===== src/rtl/ahb_ic_pkg.sv =====
// Shared types for the AHB-Lite N-subordinate interconnect.
// Optional wait-state timeout is enabled with AHB_IC_TIMEOUT_EN.
package ahb_ic_pkg;

  typedef enum logic [1:0] {
    IDLE   = 2'b00,
    BUSY   = 2'b01,
    NONSEQ = 2'b10,
    SEQ    = 2'b11
  } htrans_t;

  localparam logic [1:0] HRESP_OKAY  = 2'b00;
  localparam logic [1:0] HRESP_ERROR = 2'b01;

  typedef enum logic [1:0] {
    DS_IDLE,
    DS_ERR1,
    DS_ERR2
  } ds_state_t;

  function automatic logic is_active(
    input logic [1:0] t
  );
    return (t == NONSEQ) || (t == SEQ);
  endfunction

endpackage


===== src/rtl/ahb_ic_default_sub.sv =====
// Built-in default subordinate: zero-wait OKAY for IDLE/BUSY,
// two-cycle ERROR response for active transfers to unmapped space.
module ahb_ic_default_sub
  import ahb_ic_pkg::*;
(
  input  logic       HCLK,
  input  logic       HRESETn,
  input  logic       sel,
  input  logic [1:0] HTRANS,
  input  logic       HREADY,
  output logic       ready,
  output logic [1:0] resp
);

  ds_state_t state_q, state_d;
  logic      start;

  assign start = HREADY && sel && is_active(HTRANS);

  always_ff @(posedge HCLK or negedge HRESETn) begin
    if (!HRESETn) state_q <= DS_IDLE;
    else          state_q <= state_d;
  end

  always_comb begin
    state_d = state_q;
    ready   = 1'b1;
    resp    = HRESP_OKAY;
    unique case (state_q)
      DS_IDLE: begin
        if (start) state_d = DS_ERR1;
      end
      DS_ERR1: begin
        ready   = 1'b0;
        resp    = HRESP_ERROR;
        state_d = DS_ERR2;
      end
      DS_ERR2: begin
        resp    = HRESP_ERROR;
        state_d = start ? DS_ERR1 : DS_IDLE;
      end
      default: state_d = DS_IDLE;
    endcase
  end

endmodule


===== src/rtl/ahb_lite_interconnect_n.sv =====
// AHB-Lite single-manager decoder, data-phase mux and default sub.
// Define AHB_IC_TIMEOUT_EN to build the wait-state timeout.
module ahb_lite_interconnect_n
  import ahb_ic_pkg::*;
#(
  parameter int NO_OF_SUBORDINATES    = 4,
  parameter int BITS_FOR_SUBORDINATES = 5,
  parameter int ADDR_WIDTH            = 32,
  parameter int DATA_WIDTH            = 32,
  parameter int TIMEOUT_CYCLES        = 16
) (
  input  logic                    HCLK,
  input  logic                    HRESETn,
  input  logic [ADDR_WIDTH-1:0]   HADDR,
  input  logic [1:0]              HTRANS,
  output logic [DATA_WIDTH-1:0]   HRDATA,
  output logic [1:0]              HRESP,
  output logic                    HREADY,
  output logic [NO_OF_SUBORDINATES-1:0] HSEL_S,
  input  logic [NO_OF_SUBORDINATES*DATA_WIDTH-1:0] HRDATA_S,
  input  logic [NO_OF_SUBORDINATES*2-1:0] HRESP_S,
  input  logic [NO_OF_SUBORDINATES-1:0] HREADYOUT_S,
  output logic                    TIMEOUT_IRQ
);

  localparam int NS = NO_OF_SUBORDINATES;
  localparam int BS = BITS_FOR_SUBORDINATES;

  logic [BS-1:0]         field;
  logic [NS:0]           dec;
  logic [NS:0]           sel_q;
  logic [DATA_WIDTH-1:0] mux_rdata;
  logic [1:0]            mux_resp;
  logic                  mux_ready;
  logic                  ds_ready;
  logic [1:0]            ds_resp;
  logic                  unused_addr;

  assign field       = HADDR[ADDR_WIDTH-1 -: BS];
  assign unused_addr = ^HADDR[ADDR_WIDTH-BS-1:0];

  // Top bit of dec/sel_q is the default subordinate.
  always_comb begin
    dec = '0;
    for (int i = 0; i < NS; i++) begin
      dec[i] = (32'(field) == 32'(i));
    end
    dec[NS] = (32'(field) >= 32'(NS));
  end

  assign HSEL_S = dec[NS-1:0];

  always_ff @(posedge HCLK or negedge HRESETn) begin
    if (!HRESETn)    sel_q <= {1'b1, {NS{1'b0}}};
    else if (HREADY) sel_q <= dec;
  end

  ahb_ic_default_sub u_ds (
    .HCLK    (HCLK),
    .HRESETn (HRESETn),
    .sel     (dec[NS]),
    .HTRANS  (HTRANS),
    .HREADY  (HREADY),
    .ready   (ds_ready),
    .resp    (ds_resp)
  );

  always_comb begin
    mux_rdata = '0;
    mux_resp  = HRESP_OKAY;
    mux_ready = 1'b1;
    for (int i = 0; i < NS; i++) begin
      if (sel_q[i]) begin
        mux_rdata = HRDATA_S[i*DATA_WIDTH +: DATA_WIDTH];
        mux_resp  = HRESP_S[i*2 +: 2];
        mux_ready = HREADYOUT_S[i];
      end
    end
    if (sel_q[NS]) begin
      mux_rdata = '0;
      mux_resp  = ds_resp;
      mux_ready = ds_ready;
    end
  end

`ifdef AHB_IC_TIMEOUT_EN
  localparam int CW = $clog2(TIMEOUT_CYCLES + 1);

  logic [CW-1:0] cnt_q, cnt_d;
  logic          trans_q;
  logic          to_err2_q;
  logic          irq_q;
  logic          to_err1;
  logic          stall;

  assign stall   = trans_q && !sel_q[NS] && !mux_ready;
  assign to_err1 = (cnt_q == CW'(TIMEOUT_CYCLES)) && !to_err2_q;

  always_comb begin
    cnt_d = cnt_q;
    if (HREADY)                cnt_d = '0;
    else if (stall && !to_err1) cnt_d = cnt_q + CW'(1);
  end

  // Override: ERROR with HREADY low, then ERROR with HREADY high.
  assign HREADY = to_err2_q || (!to_err1 && mux_ready);
  assign HRESP  = (to_err1 || to_err2_q) ? HRESP_ERROR : mux_resp;
  assign HRDATA = (to_err1 || to_err2_q) ? '0 : mux_rdata;
  assign TIMEOUT_IRQ = irq_q;

  always_ff @(posedge HCLK or negedge HRESETn) begin
    if (!HRESETn) begin
      cnt_q     <= '0;
      trans_q   <= 1'b0;
      to_err2_q <= 1'b0;
      irq_q     <= 1'b0;
    end else begin
      cnt_q     <= cnt_d;
      to_err2_q <= to_err1;
      if (HREADY) trans_q <= HTRANS[1];
      if (to_err1) irq_q <= 1'b1;
    end
  end
`else
  localparam int unused_timeout = TIMEOUT_CYCLES;

  assign HREADY      = mux_ready;
  assign HRESP       = mux_resp;
  assign HRDATA      = mux_rdata;
  assign TIMEOUT_IRQ = 1'b0;
`endif

endmodule


===== config.mk =====
export PLATFORM = sky130hd
export DESIGN_NAME = ahb_lite_interconnect_n
export DESIGN_NICKNAME = d
export VERILOG_FILES = /design/src/rtl/ahb_ic_pkg.sv /design/src/rtl/ahb_ic_default_sub.sv /design/src/rtl/ahb_lite_interconnect_n.sv
export SDC_FILE = /design/constraint.sdc
export NUM_CORES = 1
export LEC_CHECK = 0
export ABC_AREA = 1
export CAP_MARGIN = 10
export CORE_MARGIN = 1.5
export CORE_UTILIZATION = 24
export DETAILED_ROUTE_END_ITERATION = 10
export PLACE_DENSITY = 0.75
export SYNTH_ARGS = -nofsm -noshare
export SYNTH_HDL_FRONTEND = slang
export SYNTH_SLANG_ARGS = --single-unit
export TNS_END_PERCENT = 50

===== constraint.sdc =====
create_clock -name HCLK -period 1.4 [get_ports HCLK]
set_clock_uncertainty 0.05 [all_clocks]
set_input_delay 0.28 -clock HCLK [delete_from_list [all_inputs] [get_ports HCLK]]
set_output_delay 0.28 -clock HCLK [all_outputs]
set_load 0.02 [all_outputs]

### After elaboration in Yosys (flattened, before gate mapping)

Cells that the tools add are included.

| operators by class | value |
|---|---|
| muxes and demuxes | 20 |
| order comparisons | 1 |
| equal/unequal tests | 8 |
| reductions and logical operators | 6 |

Operator list:

| operator | number |
|---|---|
| 32-bit two-way mux | 5 |
| 2-bit two-way mux | 6 |
| 5-bit by 2-bit equality test with 1-bit output, second input constant | 2 |
| 1-bit two-way mux | 8 |
| 2-bit equality test, second input constant | 3 |
| 2-bit case mux with 3 select lines | 1 |
| 5-bit by 1-bit equality test with 1-bit output, second input constant | 1 |
| 5-bit by 3-bit greater-or-equal comparator with 1-bit output, second input constant | 1 |
| 5-bit logical NOT | 1 |
| 2-bit by 1-bit equality test with 1-bit output, second input constant | 1 |
| 1-bit logical AND | 2 |
| 2-bit logical NOT | 1 |
| 2-bit by 1-bit inequality test with 1-bit output, second input constant | 1 |
| 2-bit OR reduction | 1 |
| 1-bit logical OR | 1 |

| storage, ports and cells | value |
|---|---|
| logic and storage cells | 37 |
| bits of input ports | 176 |
| bits in registers | 7 |

### Longest topological paths before layout

| depth | value |
|---|---|
| depth after elaboration | 9 |
| mapped depth | 10 |
| depth with buffers taken out | 10 |

### Modules after synthesis

Synthesis repeated with hierarchy kept, for this count alone.

| unflattened totals | value |
|---|---|
| cells, all modules | 312 |
| area total of the unflattened synthesis | 1645.3 um^2 |

By module, submodules not included:

| module | cells an instance | times used | area each (um^2) | seq. area each (um^2) |
|---|---|---|---|---|
| ahb_lite_interconnect_n | 289 | 1 | 1465.2 | 126.4 |
| ahb_ic_default_sub | 23 | 1 | 180.2 | 50.0 |

### Worst setup path after synthesis

No wires, ideal clock.

| path | value |
|---|---|
| path kind | register to output |
| start point | reg sel_q[1] |
| end point | out HRDATA[11] |
| buffers on the path | 2 |
| path slack | -0.275 ns |
| stages on the path, launching flop included | 8 |
| data arrival time | 1.345 ns |
| path through | dfrtp_1 -> buf_6 -> nor2_8 -> buf_12 -> a22oi_2 -> nand2_1 -> o21ai_1 -> a21oi_1 |

| between the ends | value |
|---|---|
| cells in the longest elaborated chain, start to end | 4 |

Ends and longest elaborated chain:

| what | line | source |
|---|---|---|
| start: declaration | ahb_lite_interconnect_n.sv:31 | `logic [NS:0] sel_q;` |
| start signal: assignment | ahb_lite_interconnect_n.sv:54 | `if (!HRESETn) sel_q <= {1'b1, {NS{1'b0}}};` |
| 32-bit two-way mux (3 in series) | ahb_lite_interconnect_n.sv:73 | `if (sel_q[i]) begin` |
| 32-bit two-way mux | ahb_lite_interconnect_n.sv:79 | `if (sel_q[NS]) begin` |
| end: declaration | ahb_lite_interconnect_n.sv:16 | `output logic [DATA_WIDTH-1:0] HRDATA,` |

No other way between the ends.

### Worst setup path in the final report

| path | value |
|---|---|
| start point | reg sel_q[1] |
| end point | out HRDATA[23] |

The elaborated chain is that of the path after synthesis.

==> load_flow_metrics.sql <==
INSERT INTO impl_metrics (metric_group, metric, value, unit) VALUES
('clocking', 'ctsLongestPathBuffers', '2', ''),
('global_routing', 'grt_pass1_vias', '2705', ''),
('flow_run', 'maxCapViolations', '0', ''),
('timing', 'rsz0062_at_grt', 'yes', ''),
('timing', 'clock.fmax', '0.524', 'GHz'),
('drt', 'routed_via_density', '4.68', ''),
('worst_setup_path', 'crit_slowest_cell', 'sky130_fd_sc_hd__dfrtp_2', ''),
('min_path', 'hold_path_class', 'in -> async', ''),
('worst_setup_path', 'critPathMaxFanout', '11', ''),
('global_routing', 'overflow', '0', ''),
('timing', 'final_critical_path_setup_slack', '-510', 'ps'),
('floorplanning', 'start_util', '0.251', ''),
('yosys', 'netlist_top_cells_area', 'sky130_fd_sc_hd__a22oi_2 (21%), sky130_fd_sc_hd__o21ai_0 (12%), sky130_fd_sc_hd__a21oi_1 (11%), sky130_fd_sc_hd__nand2_1 (11%), sky130_fd_sc_hd__dfrtp_1 (8.8%)', ''),
('layout', 'layout.nets', '660', ''),
('layout', 'finalInstanceArea', '0.00423', 'sq mm'),
('timing', 'setup_violations', '40', ''),
('global_routing', 'grt_first_pass_wirelength', '12400', 'microns'),
('drt', 'vias', '2691', ''),
('clocking', 'clk_pin_slew', '40', 'ps'),
('timing', 'totalNegativeSetupSlack', '-16080', 'ps'),
('drt', 'drc', '0', ''),
('floorplanning', 'die_x', '87.5', 'microns'),
('worst_setup_path', 'buffers_plus_inverters_on_the_worst_setup_path', '3', ''),
('floorplanning', 'fp.coreArea', '0.00683', 'sq mm'),
('layout', 'final_cell_mix', 'sky130_fd_sc_hd__clkdlybuf4s50_1 (142), sky130_fd_sc_hd__buf_4 (63), sky130_fd_sc_hd__nand2_1 (46)', ''),
('pwr', 'total_leakage_power', '1.78', 'nW'),
('yosys', 'mappedNetlistArea', '0.00171', 'sq mm'),
('outcome', 'outcome', 'finished with violations', ''),
('layout', 'post_route_cells_drive_above_1_share', '0.390', ''),
('outcome', 'failed_checks', 'negative setup slack', ''),
('clocking', 'clock_latency', '230', 'ps'),
('timing', 'finalCritPeriodShare', '1.36', ''),
('drt', 'drtIter0Drc', '56', ''),
('yosys', 'ys_warn_count', '0', ''),
('pwr', 'pwr_density_cell', '698', 'mW/mm^2'),
('timing', 'finalHoldViolCount', '0', ''),
('yosys', 'synth_top_area_share', '0.212', ''),
('clocking', 'clock_tree.htree_level_count', '1', ''),
('worst_setup_path', 'timing.critical_path.to_type', 'primary output', ''),
('worst_setup_path', 'cp_data_required_time', '1070', 'ps'),
('drt', 'post_route_antenna_net_violation_count', '0', ''),
('layout', 'count_of_antenna_diodes_in_the_layout', '0', ''),
('yosys', 'syn_avg_cell_area', '6.52', 'sq um'),
('drt', 'route.detailed.wl_per_inst', '14.3', 'microns'),
('pwr', 'ir_worst_vdd', '756', 'uV'),
('yosys', 'yosysSeqAreaShare', '0.103', ''),
('worst_setup_path', 'top_cell_family_by_delay_on_the_critical_path', 'flip-flops', ''),
('floorplanning', 'core.rowCount', '30', ''),
('place', 'post-place-cells', '558', ''),
('layout', 'mostFrequentLayoutCell', 'sky130_fd_sc_hd__clkdlybuf4s50_1', ''),
('place', 'dp.final_hpwl', '6460', 'microns'),
('clocking', 'cts-hold-fix-buffers', '0', ''),
('yosys', 'total_of_flip_flops_plus_latches_after_synthesis', '7', ''),
('yosys', 'synth_cells', '263', ''),
('timing', 'maxSlewViolCount', '0', ''),
('floorplanning', 'die_area', '0.00766', 'sq mm'),
('floorplanning', 'die_height', '87.5', 'microns'),
('clocking', 'cts.sink_count', '7', ''),
('layout', 'area_growth_syn_to_layout', '147', '%'),
('clocking', 'tritoncts', 'done', ''),
('place', 'finalWeightedCongestion', '0.774', ''),
('global_routing', 'antenna_found_initial', '0', ''),
('worst_setup_path', 'critical_path.max_stage_delay', '450', 'ps'),
('clocking', 'number_of_buffers_created_by_cts', '3', ''),
('worst_setup_path', 'path_cells', 'nor2_8 > buf_12 > buf_4 > a22oi_2 > nand2_1 > o21ai_2 > a21oi_2 > buf_6', ''),
('timing', 'final_period_minus_worst_setup_slack', '1910', 'ps'),
('yosys', 'yosysTopAreaCell', 'sky130_fd_sc_hd__a22oi_2', ''),
('floorplanning', 'design.portCount', '216', ''),
('global_routing', 'globalRouteTotalUtil', '0.200', ''),
('yosys', 'yosysUniqueCellTypes', '25', ''),
('worst_setup_path', 'worstSetupPathType', 'reg -> out', '');
## cell families (layout without fill, tap and decap cells)
logic type,Yosys count,in the layout,share of synthesized area
buffers and inverters,42,258,0.145
other,1,1,0.00219
and+or+nand+nor,67,67,0.166
adders and majority gates,4,4,0.0292
DFF,7,7,0.103
AOI/OAI and AO/OA,142,142,0.554
## worst register-to-register path: cells and delay by family (launching register included)
family	cells	cell delay (ps)
flops	1	450
simple gates	7	430
buf+inv	2	300
compound gates	1	70
## sequential cells by signal, indices dropped and copies added, names as in the netlist
| register | flops |
|---|---|
| u_ds.state_q | 2 |
| sel_q | 5 |
## synthesized netlist by cell type
master / count
sky130_fd_sc_hd__a21oi_1: 36
sky130_fd_sc_hd__a21oi_2: 1
sky130_fd_sc_hd__a22oi_1: 4
sky130_fd_sc_hd__a22oi_2: 29
sky130_fd_sc_hd__buf_12: 3
sky130_fd_sc_hd__buf_2: 7
sky130_fd_sc_hd__buf_4: 4
sky130_fd_sc_hd__buf_6: 2
sky130_fd_sc_hd__clkbuf_1: 6
sky130_fd_sc_hd__clkbuf_2: 3
sky130_fd_sc_hd__conb_1: 1
sky130_fd_sc_hd__dfrtp_1: 6
sky130_fd_sc_hd__dfstp_2: 1
sky130_fd_sc_hd__ha_1: 4
sky130_fd_sc_hd__inv_1: 16
sky130_fd_sc_hd__inv_2: 1
sky130_fd_sc_hd__nand2_1: 48
sky130_fd_sc_hd__nand2_2: 2
sky130_fd_sc_hd__nand3_1: 9
sky130_fd_sc_hd__nor2_1: 6
sky130_fd_sc_hd__nor2_8: 1
sky130_fd_sc_hd__nor3_1: 1
sky130_fd_sc_hd__o211ai_2: 1
sky130_fd_sc_hd__o21ai_0: 42
sky130_fd_sc_hd__o21ai_1: 29
## worst paths after layout
check | to | slack [ps] | cells past startpoint | start
hold / removal | u_ds.state_q[0] | 270 | 1 | HRESETn
setup reg to reg | sel_q[1] | -10 | 10 | sel_q[1]
hold reg to reg | sel_q[0] | 570 | 3 | sel_q[0]
min in group HCLK | sel_q[2] | 370 | 3 | HADDR[28]
setup / recovery | HRDATA[23] | -510 | 8 | sel_q[1]
max in group asynchronous | sel_q[4] | 740 | 1 | HRESETn
## power breakdown
part / switching [W] / leakage [nW] / internal, W
Sequential: 0.0000344 / 0.0901 / 0.000258
Clock: 0.0000898 / 0.0228 / 0.000197
Combinational: 0.00118 / 1.67 / 0.00119
Total: 0.00130 / 1.78 / 0.00165
## per-stage QoR
stage / hold slack, ps / util / total power, W / worst slack (ps)
after floorplan: -65.6 / - / 0.00143 / -169
after global placement: 512 / 0.587 / 0.00253 / -741
after detailed placement: 520 / 0.587 / 0.00257 / -734
after CTS: 278 / 0.587 / 0.00284 / -560
after global routing: 294 / 0.619 / 0.00320 / -581
final: 266 / 0.619 / 0.00295 / -510
## area by class of cell
class | count | area (sq um) | share of cell area
Clock buffer | 4 | 45.0 | 0.0107
Inverter | 17 | 66.3 | 0.0157
Multi-Input combinational cell | 214 | 1490 | 0.353
Sequential cell | 7 | 178 | 0.0420
Tap cell | 96 | 120 | 0.0284
Timing Repair Buffer | 237 | 2320 | 0.550
## what timing repair did
item                                    4_1_cts  5_1_grt
gates cloned                                  0        0
buffers inserted                              3       10
gates resized for setup                     203       46
pin swaps                                     1        2
endpoints found under the hold margin         0        0
endpoints found under the setup margin       45       46
## metal layers
metal	track usage	up-vias	wire length, microns
li1	-	1373	-
met1	0.217	1201	3130
met2	0.403	106	4390
met3	0.0332	11	604
met4	0.0404	0	81
met5	0	-	0
Note: power is estimated with default switching activity, not from simulation.
